### config.mk
export PLATFORM = sky130hd
export DESIGN_NAME = inst_fetch_queue
export DESIGN_NICKNAME = d
export VERILOG_FILES = /design/src/rtl/inst_fetch_queue.sv
export SDC_FILE = /design/constraint.sdc
export NUM_CORES = 1
export LEC_CHECK = 0
export BUFFER_PORTS_ARGS = -buffer_cell sky130_fd_sc_hd__buf_2
export CORE_UTILIZATION = 45
export DETAILED_ROUTE_END_ITERATION = 6
export GPL_TIMING_DRIVEN = 0
export PLACE_DENSITY = 0.73
export SLEW_MARGIN = 20
export SYNTH_ARGS = -nofsm -noshare
export SYNTH_HDL_FRONTEND = slang
export SYNTH_SLANG_ARGS = --single-unit
### constraint.sdc
create_clock -name clk -period 6 [get_ports clk]
set_clock_uncertainty 0.05 [all_clocks]
set_input_delay 0.3 -clock clk [delete_from_list [all_inputs] [get_ports clk]]
set_output_delay 0.3 -clock clk [all_outputs]
set_load 0.005 [all_outputs]
### src/rtl/inst_fetch_queue.sv
// Instruction fetch unit: single-outstanding memory fetcher feeding a DEPTH-entry queue toward decode.
// Optional decode-starvation counter enabled by defining IFQ_PERF_CNT_EN.
module inst_fetch_queue #(
  parameter logic [63:0] RESET_PC = 64'h0,
  parameter int          DEPTH    = 4
) (
  input  logic        clk,
  input  logic        rst,
  output logic        imem_req,
  output logic [63:0] imem_addr,
  input  logic        imem_ack,
  input  logic [31:0] imem_data,
  input  logic        redirect_valid,
  input  logic [63:0] redirect_pc,
  output logic        id_valid,
  input  logic        id_ready,
  output logic [31:0] id_inst,
  output logic [63:0] id_pc,
  output logic [31:0] stall_cnt
);

  localparam int PW = $clog2(DEPTH);
  localparam int CW = PW + 1;
  localparam logic [CW-1:0] DEPTH_C = CW'(DEPTH);

  typedef enum logic [1:0] {IDLE, REQ, DROP} state_t;

  state_t          state_q, state_d;
  logic [CW-1:0]   count_q, count_d;
  logic [PW-1:0]   head_q, head_d;
  logic [PW-1:0]   tail_q, tail_d;
  logic [63:0]     fetch_pc_q, fetch_pc_d;

  logic [31:0]     inst_mem [DEPTH];
  logic [63:0]     pc_mem   [DEPTH];

  logic push, pop;

  assign imem_req  = (state_q == REQ);
  assign imem_addr = fetch_pc_q;
  assign id_valid  = (count_q != '0) && !redirect_valid;
  assign id_inst   = inst_mem[head_q];
  assign id_pc     = pc_mem[head_q];

  assign push = (state_q == REQ) && imem_ack && !redirect_valid;
  assign pop  = id_valid && id_ready;

  always_comb begin
    state_d    = state_q;
    count_d    = count_q;
    head_d     = head_q;
    tail_d     = tail_q;
    fetch_pc_d = fetch_pc_q;

    if (redirect_valid) begin
      count_d    = '0;
      head_d     = '0;
      tail_d     = '0;
      fetch_pc_d = redirect_pc & ~64'h3;
    end else begin
      if (push) begin
        tail_d     = tail_q + PW'(1);
        fetch_pc_d = fetch_pc_q + 64'd4;
      end
      if (pop) begin
        head_d = head_q + PW'(1);
      end
      count_d = count_q + CW'(push) - CW'(pop);
    end

    // A request only issues while a slot is free, so a push never overflows.
    unique case (state_q)
      IDLE: begin
        if (!redirect_valid && (count_q < DEPTH_C)) begin
          state_d = REQ;
        end
      end
      REQ: begin
        if (redirect_valid) begin
          state_d = imem_ack ? IDLE : DROP;
        end else if (imem_ack) begin
          state_d = (count_d < DEPTH_C) ? REQ : IDLE;
        end
      end
      DROP: begin
        if (imem_ack) begin
          state_d = IDLE;
        end
      end
      default: state_d = IDLE;
    endcase
  end

  always_ff @(posedge clk or posedge rst) begin
    if (rst) begin
      state_q    <= IDLE;
      count_q    <= '0;
      head_q     <= '0;
      tail_q     <= '0;
      fetch_pc_q <= RESET_PC;
    end else begin
      state_q    <= state_d;
      count_q    <= count_d;
      head_q     <= head_d;
      tail_q     <= tail_d;
      fetch_pc_q <= fetch_pc_d;
    end
  end

  always_ff @(posedge clk) begin
    if (push) begin
      inst_mem[tail_q] <= imem_data;
      pc_mem[tail_q]   <= fetch_pc_q;
    end
  end

`ifdef IFQ_PERF_CNT_EN
  logic [31:0] stall_cnt_q;

  always_ff @(posedge clk or posedge rst) begin
    if (rst) begin
      stall_cnt_q <= '0;
    end else if (id_ready && !id_valid && (stall_cnt_q != 32'hFFFF_FFFF)) begin
      stall_cnt_q <= stall_cnt_q + 32'd1;
    end
  end

  assign stall_cnt = stall_cnt_q;
`else
  assign stall_cnt = 32'd0;
`endif

endmodule

==> reports/results.ini <==
[outcome]
outcome = finished clean

[power]
sw_frac_of_total = 0.245
power_frac_comb = 0.165
power_report.internal_total_w = 0.00602
p_clk_frac = 0.376
power.density_cell_area_nw_per_um2 = 348
switching_power_w = 0.00195
static_leakage_power_nw = 8.14
irDropWorstVdd_uv = 194
seq_power_share = 0.459

[worst_setup_path]
worstSetupEndpointType = output port
worstSetupStartpointType = flip-flop
timing.critical_path.slowest_stage_cell = sky130_fd_sc_hd__buf_1
timing.critical_path.depth = 5
cp_max_fo = 10
type_of_the_worst_setup_path = reg2out
worst_path_dominant_cell_family = buffers and inverters
path_buf_inv = 4
critPathMostFrequentCell = sky130_fd_sc_hd__buf_2
crit_arrival_ns = 3.30
crit_path_max_incr_delay_ns = 0.69
worst_ep_required_time_ns = 5.65
worst-r2r-cell-count = 12
crit_path_cell_trace = clkbuf_1 > buf_2 > buf_1 > mux4_2 > buf_2

[die]
top_level_i_o_count = 295
floorplan.initialDensity = 0.455
die_h_um = 203
std_cell_rows = 73
die_area_um2 = 41000
floorplan.core_area_um2 = 39700
floorplan.die.width_um = 203

[synthesis]
synth_ff_type = sky130_fd_sc_hd__edfxtp_1
synthSimpleGateAreaFrac = 0.0773
synth_area_in_compound_gates = 0.0267
post_synth_mux_area_share = 0.121
synth_area_leader_cell = sky130_fd_sc_hd__edfxtp_1
fraction_of_registers_with_async_set_or_reset_after_synthesis = 0.159
yosys.area_share.adder = 0.00595
netlist_area_um2 = 18100
postSynthCellCount = 1029
combinational_family_with_the_most_area_after_synthesis = multiplexers
ys_seq_elements = 447
post-synth-top-area-fraction = 0.624
synth_cell_type_count = 54
seq_area_frac_synth = 0.722
synth_enable_flop_cells = 376
syn_avg_cell_area_um2 = 17.6
synth_top_cells_by_area = sky130_fd_sc_hd__edfxtp_1 (62%), sky130_fd_sc_hd__mux4_2 (12%), sky130_fd_sc_hd__dfrtp_1 (9.8%)
ys.warnings.count = 0
synth-xor-area-share = 0.0194

[clocking]
clock_tree.root_cell = sky130_fd_sc_hd__clkbuf_16
tritoncts.num_buffers = 46
post_cts_resized = 0
cts.repair_timing.setup_buffer_count = 0
htree_num_levels = 2
deepest_clock_path_buffer_count = 3
worst_skew_pair.late_latency_ns = 0.57
cts_sinks = 447
clk_pin_slew_worst_paths_ns = 0.06
cts_tree = built

[detailed_routing]
via_count = 11070
detail_route.drc_violations = 0
number_of_antenna_violating_nets_in_the_routed_design = 0
drt-vias-per-instance = 5.44
detail_route.wl_per_cell_um = 21.9
drtIter0Drc = 749
1st_pass_router_iterations = 5
finalWirelength_um = 44600

[placement]
dp_hpwl_um = 29900
globalplace.congestion = 0.845
placed_instance_area_um2 = 20400
count_of_input_and_output_buffers = 254

[sta]
timing.slew.headroom = 0.375
timing_max_transition_violations_final = 0
layout_worst_path_cycle_share = 0.608
setup-tns-final_ns = 0
fin_crit_ns = 3.65
finalHoldViolCount = 0
timing_worst_slew_pin_value_ns = 0.937
setup_violations = 0
rsz_0062_raised_after_global_routing = false
clock.fmax_ghz = 0.274

[global_route]
antenna_found_initial = 4
grt_remaining_overflow = 0
maximum_number_of_pins_on_one_net_before_global_route_repair = 48
first_pass_grt_wire_length_um = 67400
first_global_vias = 11336
grt_use_total = 0.219

[flow_run]
max_cap_violations = 0

[cells_and_area]
cell_area_after_layout_um2 = 22900
syn_to_final_growth_pct = 26.6
drive_above_1_share = 0.317
finalNetCount = 1580

[min_path]
hp-class = in2reg
min_path_cells = 4

[power by group through the flow]
stage | logic (W) | clock network (W) | registers (W)
5_1_grt | 0.00143 | 0.00317 | 0.00368
6_report | 0.00131 | 0.00300 | 0.00366
3_3_place_gp | 0.00125 | 0 | 0.00372
4_1_cts | 0.00134 | 0.00305 | 0.00366
2_1_floorplan | 0.000777 | 0 | 0.00368
3_5_place_dp | 0.00128 | 0 | 0.00372
[sequential cells by signal (all words and copies together) (netlist names)]
name / flops
imem_addr: 62
inst_mem: 128
pc_mem: 248
state_q: 2
count_q: 3
tail_q: 2
head_q: 2
[synth_stat cells, types with 2 or more instances]
| cell | instances |
|---|---|
| sky130_fd_sc_hd__and3_1 | 9 |
| sky130_fd_sc_hd__buf_2 | 2 |
| sky130_fd_sc_hd__a31oi_1 | 15 |
| sky130_fd_sc_hd__edfxtp_1 | 376 |
| sky130_fd_sc_hd__nor2b_1 | 5 |
| sky130_fd_sc_hd__or4_1 | 13 |
| sky130_fd_sc_hd__o31ai_1 | 6 |
| sky130_fd_sc_hd__nand3_1 | 27 |
| sky130_fd_sc_hd__nor3_1 | 12 |
| sky130_fd_sc_hd__nor4_1 | 11 |
| sky130_fd_sc_hd__nand4_1 | 29 |
| sky130_fd_sc_hd__and4_1 | 12 |
| sky130_fd_sc_hd__a221o_1 | 4 |
| sky130_fd_sc_hd__clkbuf_1 | 31 |
| sky130_fd_sc_hd__xnor2_1 | 24 |
| sky130_fd_sc_hd__nor2_1 | 42 |
| sky130_fd_sc_hd__nand2_1 | 65 |
| sky130_fd_sc_hd__dfrtp_1 | 71 |
| sky130_fd_sc_hd__o21ai_0 | 40 |
| sky130_fd_sc_hd__or3_1 | 9 |
| sky130_fd_sc_hd__a21oi_1 | 5 |
| sky130_fd_sc_hd__a22oi_1 | 2 |
| sky130_fd_sc_hd__o31a_1 | 2 |
| sky130_fd_sc_hd__ha_1 | 7 |
| sky130_fd_sc_hd__xor2_1 | 16 |
| sky130_fd_sc_hd__nor3b_1 | 4 |
| sky130_fd_sc_hd__and2_1 | 8 |
| sky130_fd_sc_hd__buf_4 | 36 |
| sky130_fd_sc_hd__o211ai_1 | 2 |
| sky130_fd_sc_hd__mux2i_1 | 3 |
| sky130_fd_sc_hd__mux2_2 | 3 |
| sky130_fd_sc_hd__buf_1 | 12 |
| sky130_fd_sc_hd__nand2b_1 | 2 |
| sky130_fd_sc_hd__inv_1 | 11 |
| sky130_fd_sc_hd__mux4_2 | 94 |
[worst register-to-register path, delay by kind of cell, from the launching register on]
kind / cells / cell delay, ns
AOI/OAI and AO/OA: 1 / 0.38
xor gates and xnor gates: 1 / 0.32
adders and majority gates: 3 / 0.78
buffers and inverters: 3 / 0.19
DFF: 1 / 0.46
and+or+nand+nor: 4 / 1.07
[metal layers]
metal	wire [um]	up-vias	GRT usage
li1	-	4920	-
met1	18700	5615	0.295
met2	21800	454	0.357
met3	3110	77	0.0512
met4	962	4	0.0612
met5	30	-	0
[layout make-up]
type / instances / area, um2
Fill cell: 3004 / 16800
Sequential cell: 447 / 13100
Multi-Input combinational cell: 522 / 4670
Timing Repair Buffer: 359 / 2430
Clock buffer: 61 / 1220
Tap cell: 525 / 657
Buffer: 83 / 460
Clock inverter: 24 / 362
Inverter: 12 / 47.5
Antenna cell: 2 / 5.00
[kinds of logic after synthesis]
group           Yosys count
flops                   447
buf+inv                  95
fa+ha+maj                 8
simple gates            258
other cells               1
xor+xnor                 40
compound gates           80
mux                     100
[what timing repair did]
item / in CTS / in global routing
hold endpoints to repair: 226 / 0
endpoints found under the setup margin: 0 / 0
hold buffers: 96 / 0
[final timing paths]
check / endpoint / startpoint / slack, ns
setup / recovery: id_pc[52] / head_q[0]$_DFFE_PP0P_ / 2.35
hold / removal: head_q[1]$_DFFE_PP0P_ / id_ready / 0.05
setup reg to reg: state_q[0]$_DFFE_PP0P_ / state_q[0]$_DFFE_PP0P_ / 2.65
hold reg to reg: state_q[0]$_DFFE_PP0P_ / state_q[1]$_DFFE_PP0P_ / 0.52
max in group asynchronous: imem_addr[16]$_DFFE_PP0N_ / rst / 5.04
min in group asynchronous: imem_addr[62]$_DFFE_PP0N_ / rst / 0.27
[cell usage in the layout (no fill, tap or decap), drive strengths merged, types with 13 or more instances in the layout]
cell and instances:
edfxtp 376, buf 312, dlygate4sd3 96, clkbuf 95, mux4 94, dfrtp 71, nand2 65, nor2 42
o21ai 41, conb 36, nand4 30, nand3 27, xnor2 24, xor2 16, a31oi 15, inv 14
or4 13, nor3 13
[metrics by stage]
stage	hold WS, ns	total power [W]	utilization	instances	setup slack (ns)
final	0.0484	0.00797	0.577	2035	2.35
after global routing	0.0563	0.00828	0.577	2033	2.14
after CTS	0.0227	0.00805	0.577	2033	2.23
after detailed placement	0.334	0.00500	0.513	1852	2.36
after global placement	0.461	0.00497	0.507	1843	0.0973
after floorplan	0.349	0.00446	-	1064	2.14
Power figures use the tool's default switching activity.
